[src/rtl/debug_display_if.sv]
// Debug-display port bundle: debug mux byte/selector, operator controls and LED digit drive.
interface debug_display_if;
  logic [7:0] din;
  logic       step;
  logic       auto_en;
  logic       freeze;
  logic       blank_en;
  logic [1:0] dsel;
  logic [3:0] sel_led;
  logic [6:0] seg;
  logic [1:0] an;

  modport master (
    output din, step, auto_en, freeze, blank_en,
    input  dsel, sel_led, seg, an
  );

  modport slave (
    input  din, step, auto_en, freeze, blank_en,
    output dsel, sel_led, seg, an
  );
endinterface

[src/rtl/debug_display.sv]
// Two-digit hex debug display: steps/auto-cycles a 2-bit mux selector and
// multiplexes the captured byte onto an active-low 7-segment pair.
module debug_display #(
  parameter int unsigned REFRESH_DIV = 16,
  parameter int unsigned AUTO_DIV    = 64
) (
  input  logic           clk,
  input  logic           rst_n,
  debug_display_if.slave bus
);

  localparam int unsigned RW = $clog2(REFRESH_DIV);
  localparam int unsigned AW = $clog2(AUTO_DIV);
  localparam logic [RW-1:0] REF_LAST  = RW'(REFRESH_DIV - 1);
  localparam logic [AW-1:0] AUTO_LAST = AW'(AUTO_DIV - 1);

  logic [2:0]    sync_q,     sync_d;
  logic [1:0]    vld_q,      vld_d;
  logic          arm_q,      arm_d;
  logic [AW-1:0] auto_cnt_q, auto_cnt_d;
  logic [RW-1:0] ref_cnt_q,  ref_cnt_d;
  logic          digit_q,    digit_d;
  logic [1:0]    dsel_q,     dsel_d;
  logic [7:0]    disp_q,     disp_d;

  logic       step_rise;
  logic       auto_pulse;
  logic [3:0] nib;
  logic [6:0] seg_raw;
  logic [6:0] seg_out;

  function automatic logic [6:0] hex_seg(input logic [3:0] n);
    logic [6:0] s;
    s = 7'h7F;
    case (n)
      4'h0: s = 7'h40;
      4'h1: s = 7'h79;
      4'h2: s = 7'h24;
      4'h3: s = 7'h30;
      4'h4: s = 7'h19;
      4'h5: s = 7'h12;
      4'h6: s = 7'h02;
      4'h7: s = 7'h78;
      4'h8: s = 7'h00;
      4'h9: s = 7'h10;
      4'hA: s = 7'h08;
      4'hB: s = 7'h03;
      4'hC: s = 7'h46;
      4'hD: s = 7'h21;
      4'hE: s = 7'h06;
      4'hF: s = 7'h0E;
      default: s = 7'h7F;
    endcase
    return s;
  endfunction

  // Step edge detect is armed only once the synchroniser has seen step low,
  // so a button held through reset release does not count as a press.
  always_comb begin
    sync_d    = {sync_q[1:0], bus.step};
    vld_d     = {vld_q[0], 1'b1};
    arm_d     = arm_q | (vld_q[1] & ~sync_q[1]);
    step_rise = arm_q & sync_q[1] & ~sync_q[2];
  end

  // Auto-advance divider: cleared while disabled, paused while frozen.
  always_comb begin
    auto_cnt_d = auto_cnt_q;
    auto_pulse = 1'b0;
    if (!bus.auto_en) begin
      auto_cnt_d = '0;
    end else if (!bus.freeze) begin
      if (auto_cnt_q == AUTO_LAST) begin
        auto_cnt_d = '0;
        auto_pulse = 1'b1;
      end else begin
        auto_cnt_d = auto_cnt_q + AW'(1);
      end
    end
  end

  // Coincident step/auto pulses merge into a single advance; frozen pulses are dropped.
  always_comb begin
    dsel_d = dsel_q;
    disp_d = disp_q;
    if (!bus.freeze) begin
      disp_d = bus.din;
      if (step_rise || auto_pulse) begin
        dsel_d = dsel_q + 2'd1;
      end
    end
  end

  // Free-running digit refresh.
  always_comb begin
    ref_cnt_d = ref_cnt_q + RW'(1);
    digit_d   = digit_q;
    if (ref_cnt_q == REF_LAST) begin
      ref_cnt_d = '0;
      digit_d   = ~digit_q;
    end
  end

  always_ff @(posedge clk or negedge rst_n) begin
    if (!rst_n) begin
      sync_q     <= '0;
      vld_q      <= '0;
      arm_q      <= 1'b0;
      auto_cnt_q <= '0;
      ref_cnt_q  <= '0;
      digit_q    <= 1'b0;
      dsel_q     <= '0;
      disp_q     <= '0;
    end else begin
      sync_q     <= sync_d;
      vld_q      <= vld_d;
      arm_q      <= arm_d;
      auto_cnt_q <= auto_cnt_d;
      ref_cnt_q  <= ref_cnt_d;
      digit_q    <= digit_d;
      dsel_q     <= dsel_d;
      disp_q     <= disp_d;
    end
  end

  // Digit decode from registered state; blank_en is the only live input here.
  always_comb begin
    nib     = digit_q ? disp_q[7:4] : disp_q[3:0];
    seg_raw = hex_seg(nib);
    seg_out = seg_raw;
    if (digit_q && bus.blank_en && (nib == 4'h0)) begin
      seg_out = 7'h7F;
    end
  end

  assign bus.dsel    = dsel_q;
  assign bus.sel_led = 4'(4'b0001 << dsel_q);
  assign bus.seg     = seg_out;
  assign bus.an      = digit_q ? 2'b01 : 2'b10;

endmodule

[src/flat_wrapper.sv]
// flat-port wrapper written by rule: the top's interface ports become plain ports
module debug_display_flat 
#(
  parameter int unsigned REFRESH_DIV = 16,
  parameter int unsigned AUTO_DIV    = 64
)
  (clk, rst_n, bus_din, bus_step, bus_auto_en, bus_freeze, bus_blank_en, bus_dsel, bus_sel_led, bus_seg, bus_an);
  debug_display_if bus_i ();
  input  logic clk;
  input  logic rst_n;
  input wire logic [$bits(bus_i.din)-1:0] bus_din;
  input wire logic [$bits(bus_i.step)-1:0] bus_step;
  input wire logic [$bits(bus_i.auto_en)-1:0] bus_auto_en;
  input wire logic [$bits(bus_i.freeze)-1:0] bus_freeze;
  input wire logic [$bits(bus_i.blank_en)-1:0] bus_blank_en;
  output wire logic [$bits(bus_i.dsel)-1:0] bus_dsel;
  output wire logic [$bits(bus_i.sel_led)-1:0] bus_sel_led;
  output wire logic [$bits(bus_i.seg)-1:0] bus_seg;
  output wire logic [$bits(bus_i.an)-1:0] bus_an;
  assign bus_i.din = bus_din;
  assign bus_i.step = bus_step;
  assign bus_i.auto_en = bus_auto_en;
  assign bus_i.freeze = bus_freeze;
  assign bus_i.blank_en = bus_blank_en;
  assign bus_dsel = bus_i.dsel;
  assign bus_sel_led = bus_i.sel_led;
  assign bus_seg = bus_i.seg;
  assign bus_an = bus_i.an;
  debug_display #(.REFRESH_DIV(REFRESH_DIV), .AUTO_DIV(AUTO_DIV)) u_core (.clk(clk), .rst_n(rst_n), .bus(bus_i));
endmodule
[config.mk]
export PLATFORM = sky130hd
export DESIGN_NAME = debug_display_flat
export DESIGN_NICKNAME = d
export VERILOG_FILES = /design/src/rtl/debug_display_if.sv /design/src/rtl/debug_display.sv /design/src/flat_wrapper.sv
export SDC_FILE = /design/constraint.sdc
export NUM_CORES = 1
export LEC_CHECK = 0
export CORE_ASPECT_RATIO = 2
export CORE_MARGIN = 3
export CORE_UTILIZATION = 55
export DETAILED_ROUTE_END_ITERATION = 10
export PLACE_DENSITY = 0.84
export REMOVE_ABC_BUFFERS = 1
export SYNTH_ARGS = -nofsm -noshare
export SYNTH_HDL_FRONTEND = slang
export SYNTH_SLANG_ARGS = --single-unit
[constraint.sdc]
create_clock -name clk -period 4.67 [get_ports clk]
set_input_delay 1.401 -clock clk [delete_from_list [all_inputs] [get_ports clk]]
set_output_delay 1.401 -clock clk [all_outputs]
set_load 0.01 [all_outputs]
### After elaboration in Yosys (flattened, before gate mapping)

Memory sizes are Yosys's and may differ from the RTL's.
Cells that the tools add are included.
Widths: inputs -> output; s select.

| storage, ports and cells | value |
|---|---|
| bits in latches | 0 |
| input bits | 14 |
| memories kept | 1 |
| memory bits (writable) | 0 |
| flip-flop bits (word level) | 27 |
| ROM bits | 112 |
| output and inout port bits | 15 |
| logic and storage cells | 39 |

| cells by class | value |
|---|---|
| equality and inequality tests | 3 |
| add/sub/neg operators | 3 |
| reduce and logical (&&, ||, !) cells | 5 |
| shift-type cells | 1 |
| magnitude comparators | 0 |
| $mul | 0 |
| divide/modulo/power cells | 0 |
| multiplexer cells | 10 |
| bitwise operators | 8 |

Memory list:

| name | words | bits a word | rd ports | clocked after Yosys merged registers in | wr ports | line | text |
|---|---|---|---|---|---|---|---|
| (no name shown) | 16 | 7 | 1 | 0 | 0 | debug_display.sv:35 | `case (n)` |

Operator list:

| kind | count |
|---|---|
| $mux 6 | 3 |
| $mux 4 | 2 |
| $mux 7 | 1 |
| $add 6x1->6 const B | 1 |
| $eq 6x6->1 const B | 1 |
| $add 4x1->4 const B | 1 |
| $eq 4x4->1 const B | 1 |
| $logic_not 4->1 | 1 |
| $not 1->1 | 4 |
| $shl 1x2->4 const A | 1 |
| $and 1x1->1 | 3 |
| $mux 1 | 3 |
| $add 2x1->2 const B | 1 |
| $logic_and 1x1->1 | 2 |
| $mux 2 | 1 |
| $ne 2x2->1 const B | 1 |
| $reduce_and 2->1 | 1 |
| $logic_or 1x1->1 | 1 |
| $or 1x1->1 | 1 |

### Depth between registers and ports, before layout

| logic depth | value |
|---|---|
| depth after elaboration | 6 |
| gate-level depth with buffers | 8 |

### Worst setup path before layout

OpenSTA, ideal clock, no wires.

| path | value |
|---|---|
| kind | input -> output |
| start point | in bus_blank_en |
| end point | out bus_seg[5] |
| buffers on the path | 0 |
| data required time | 3.269 ns |
| slack | 1.364 ns |
| arrival time | 1.905 ns |
| stages | 3 |
| cells stage by stage | nand3_1 > and2_1 > o22ai_1 |

| on the way | value |
|---|---|
| cells in the longest elaborated chain, start to end | 3 |

Ends and longest elaborated chain:

| item | line | text |
|---|---|---|
| start: declaration | flat_wrapper.sv:15 | `input wire logic [$bits(bus_i.blank_en)-1:0] bus_blank_en;` |
| $logic_and 1x1->1 (2 in a row) | debug_display.sv:131 | `if (digit_q && bus.blank_en && (nib == 4'h0)) begin` |
| $mux 7 | debug_display.sv:131 |  |
| end: declaration | flat_wrapper.sv:18 | `output wire logic [$bits(bus_i.seg)-1:0] bus_seg;` |

No other way between the ends.

### Worst setup path in the final report

| path | value |
|---|---|
| start point | in bus_blank_en |
| end point | out bus_seg[3] |

The elaborated chain is that of the path after synthesis.

==> key figures <==
Outcome
  – Status: finished clean

Placed design
  – Pre-CTS setup slack: 0.295 ns
  – Routability cong.: 0.968
  – Final HPWL DP: 2.25 mm
  – I/O Buffers: 28

Final layout
  – FF+latch area: 677 sq um
  – Antenna Cells: 0
  – Final core utilization: 71.5%
  – Area grow syn2layout: 22.8%
  – Nets: 194
  – Fillers: 191
  – Share of cells above drive strength 1: 11.4%
  – Multi-input gate area: 767 sq um

Global route
  – GRT overflow: 0
  – First-pass GRT wire length: 5.02 mm
  – GR Util All Layers: 19.1%
  – Initial antenna violation count: 0
  – Vias in the first global route: 1123
  – Largest net degree at the start of global routing: 28

Logic synthesis
  – Post-synthesis sequential area ratio: 44.6%
  – Post-synth cell types: 39
  – Syn avg cell area: 11.1 sq um
  – Yosys warnings: 0
  – Syn Inst Count: 136
  – Yosys top cell by area: dfrtp_1
  – Synth area leaders: dfrtp_1 (45%), ha_1 (11%), mux2_2 (6.7%)
  – Area share of the largest cell type after synthesis: 44.6%
  – Cell area after synthesis: 1520 sq um
  – Seq cells post-synth: 27

STA
  – Final hold viol count: 0
  – Layout Skew: 0.00124 ns
  – Relative slew slack: 23.9%
  – Slew @ Worst Pin: 1.14 ns
  – RSZ-0062 raised after global routing: false
  – Period minus WS final: 4.39 ns
  – Endpoints failing setup: 0
  – Highest clock rate: 228 MHz
  – Setup TNS: 0 ns
  – Slew Limit Fails: 0
  – Fin crit share: 94.0%
  – PnR worst setup slack: 0.279 ns

Pwr
  – Pwr dens: 331 nW/um^2
  – Worst vdd ir: 0.351 mV
  – Leakage: 0.828 nW
  – Pwr Total: 615 uW

Detailed routing
  – First DRT Iteration DRCs: 24
  – Final wirelength: 3.02 mm
  – Via count: 1152
  – DRT Pass-1 Iters: 4
  – Antenna-violating nets left: 0
  – Vias/cell: 5.94
  – DRC Markers: 0
  – WL/cell: 15.6 um

Clocking
  – Resize count post-CTS: 0
  – Root buffer cell: clkbuf_8
  – TritonCTS clock tree: yes
  – CTS Buf Count: 3
  – Post-CTS Hold Buffers: 0
  – H-tree depth: 1
  – CTS sink count: 27
  – Clk pin slew, worst setup/hold paths: 0.08 ns
  – Setup bufs post-CTS: 0
  – Maximum root-to-sink buffer count: 2
  – Worst skew pair latency: 0.27 ns

Flow run
  – Max Cap Viol: 0

Worst setup path
  – R2r setup slk: 3.03 ns
  – Critical Path AT: 2.99 ns
  – Crit Path Category: input pin to output pin
  – CP Capture Type: output pin
  – CP Launch Type: input pin
  – Worst EP required: 3.27 ns
  – Crit-path max FO: 5

Min path
  – Worst min path class: flop to flop

Floorplan
  – Die Span X: 43.1 um
  – Core area: 2600 sq um
  – Top Ports: 29
  – Die area: 3460 sq um
  – Die Span Y: 80.2 um
  – Starting Density: 58.2%
  – Num rows: 26
==> cells in the mapped netlist <==
cell type,instances
inv_1,13
nand2_1,2
o311a_1,1
a21boi_1,1
xnor2_1,4
o211ai_1,1
mux2i_2,1
mux2_2,9
a32oi_1,2
nor3_1,4
o21ai_1,3
and2_1,4
ha_1,13
or4b_1,1
o22ai_1,4
o41ai_2,1
a21boi_0,1
nor2b_1,5
xor2_1,2
nor2_1,4
conb_1,1
nand3_1,5
buf_4,1
a31oi_1,3
and4_1,1
a32o_1,1
a21o_1,1
dfrtp_1,27
mux2i_1,4
a21oi_2,1
nand4b_1,1
o221a_2,1
mux2i_4,1
a21oi_1,4
or3b_1,1
buf_2,1
or2b_1,1
buf_6,1
o21ai_0,4
==> final cells by class <==
class | count | share of cell area (%)
Tap cell | 28 | 1.88
Timing Repair Buffer | 29 | 15.5
Inverter | 13 | 2.62
Multi-Input combinational cell | 93 | 41.2
Sequential cell | 27 | 36.4
Clock buffer | 4 | 2.42
==> cell families (layout without fill, tap and decap cells) <==
family | Yosys count | after routing | synth area share (%)
AO/OA/AOI/OAI | 29 | 29 | 13.4
AND/OR/NAND/NOR | 29 | 29 | 11.1
flip-flops | 27 | 27 | 44.6
buffers and inverters | 16 | 46 | 4.79
multiplexers | 15 | 15 | 11.7
adder cells (fa/ha/maj) | 13 | 13 | 10.7
XOR/XNOR | 6 | 6 | 3.47
other | 1 | 1 | 0.247
==> sequential cells by signal (all words and copies together) (netlist names) <==
signal	flops
u_core.disp_q	8
u_core.auto_cnt_q	6
u_core.ref_cnt_q	4
u_core.sync_q	3
u_core.bus.dsel	2
u_core.vld_q	2
u_core.arm_q	1
u_core.digit_q	1
==> power breakdown <==
| group | internal [mW] | leakage [nW] | switching [mW] | total (mW) |
|---|---|---|---|---|
| registers | 0.253 | 0.327 | 0.0227 | 0.276 |
| logic | 0.119 | 0.479 | 0.0900 | 0.209 |
| clock network | 0.0612 | 0.0228 | 0.0689 | 0.130 |
==> critical path: stages <==
cell             delay [ns]
clkdlybuf4s50_1        0.48
nand3_1                0.15
nor3_1                 0.23
a21oi_1                0.08
o211ai_1               0.10
clkdlybuf4s50_1        0.56
==> routing by layer <==
layer / GRT usage [%] / vias up / wire length, um
met4: 9.06 / 0 / 70
met5: 0 / - / 0
met1: 21.3 / 567 / 1120
met2: 34.6 / 40 / 1700
met3: 2.02 / 5 / 134
li1: - / 540 / -
==> layout by cell type, fill, tap and decap left out, drive strengths merged, types with 5 or more instances in the layout <==
cell and count:
inv 13, mux2 9, nor2b 5, o21ai 7, nand3 5, mux2i 6, a21oi 5, ha 13
dfrtp 27, clkdlybuf4s50 28
==> metrics by stage <==
| stage | instance area [sq um] | hold slack [ns] | cells |
|---|---|---|---|
| finish | 1860 | 0.355 | 194 |
| global route | 1860 | 0.375 | 194 |
| CTS | 1860 | 0.357 | 194 |
| detailed placement | 1810 | 0.337 | 190 |
| global placement | 1810 | 0.334 | 190 |
| floorplan | 1490 | 0.331 | 133 |
==> final timing paths <==
check                                     end                  from  depth (start not counted)
max                                bus_seg[3]          bus_blank_en                          6
min                           u_core.vld_q[1]       u_core.vld_q[0]                          0
max reg2reg                u_core.bus.dsel[1]  u_core.auto_cnt_q[0]                          5
min reg2reg                   u_core.vld_q[1]       u_core.vld_q[0]                          0
max in group asynchronous      u_core.digit_q                 rst_n                          1
min in group asynchronous  u_core.bus.dsel[1]                 rst_n                          1
Power figures use the tool's default switching activity.
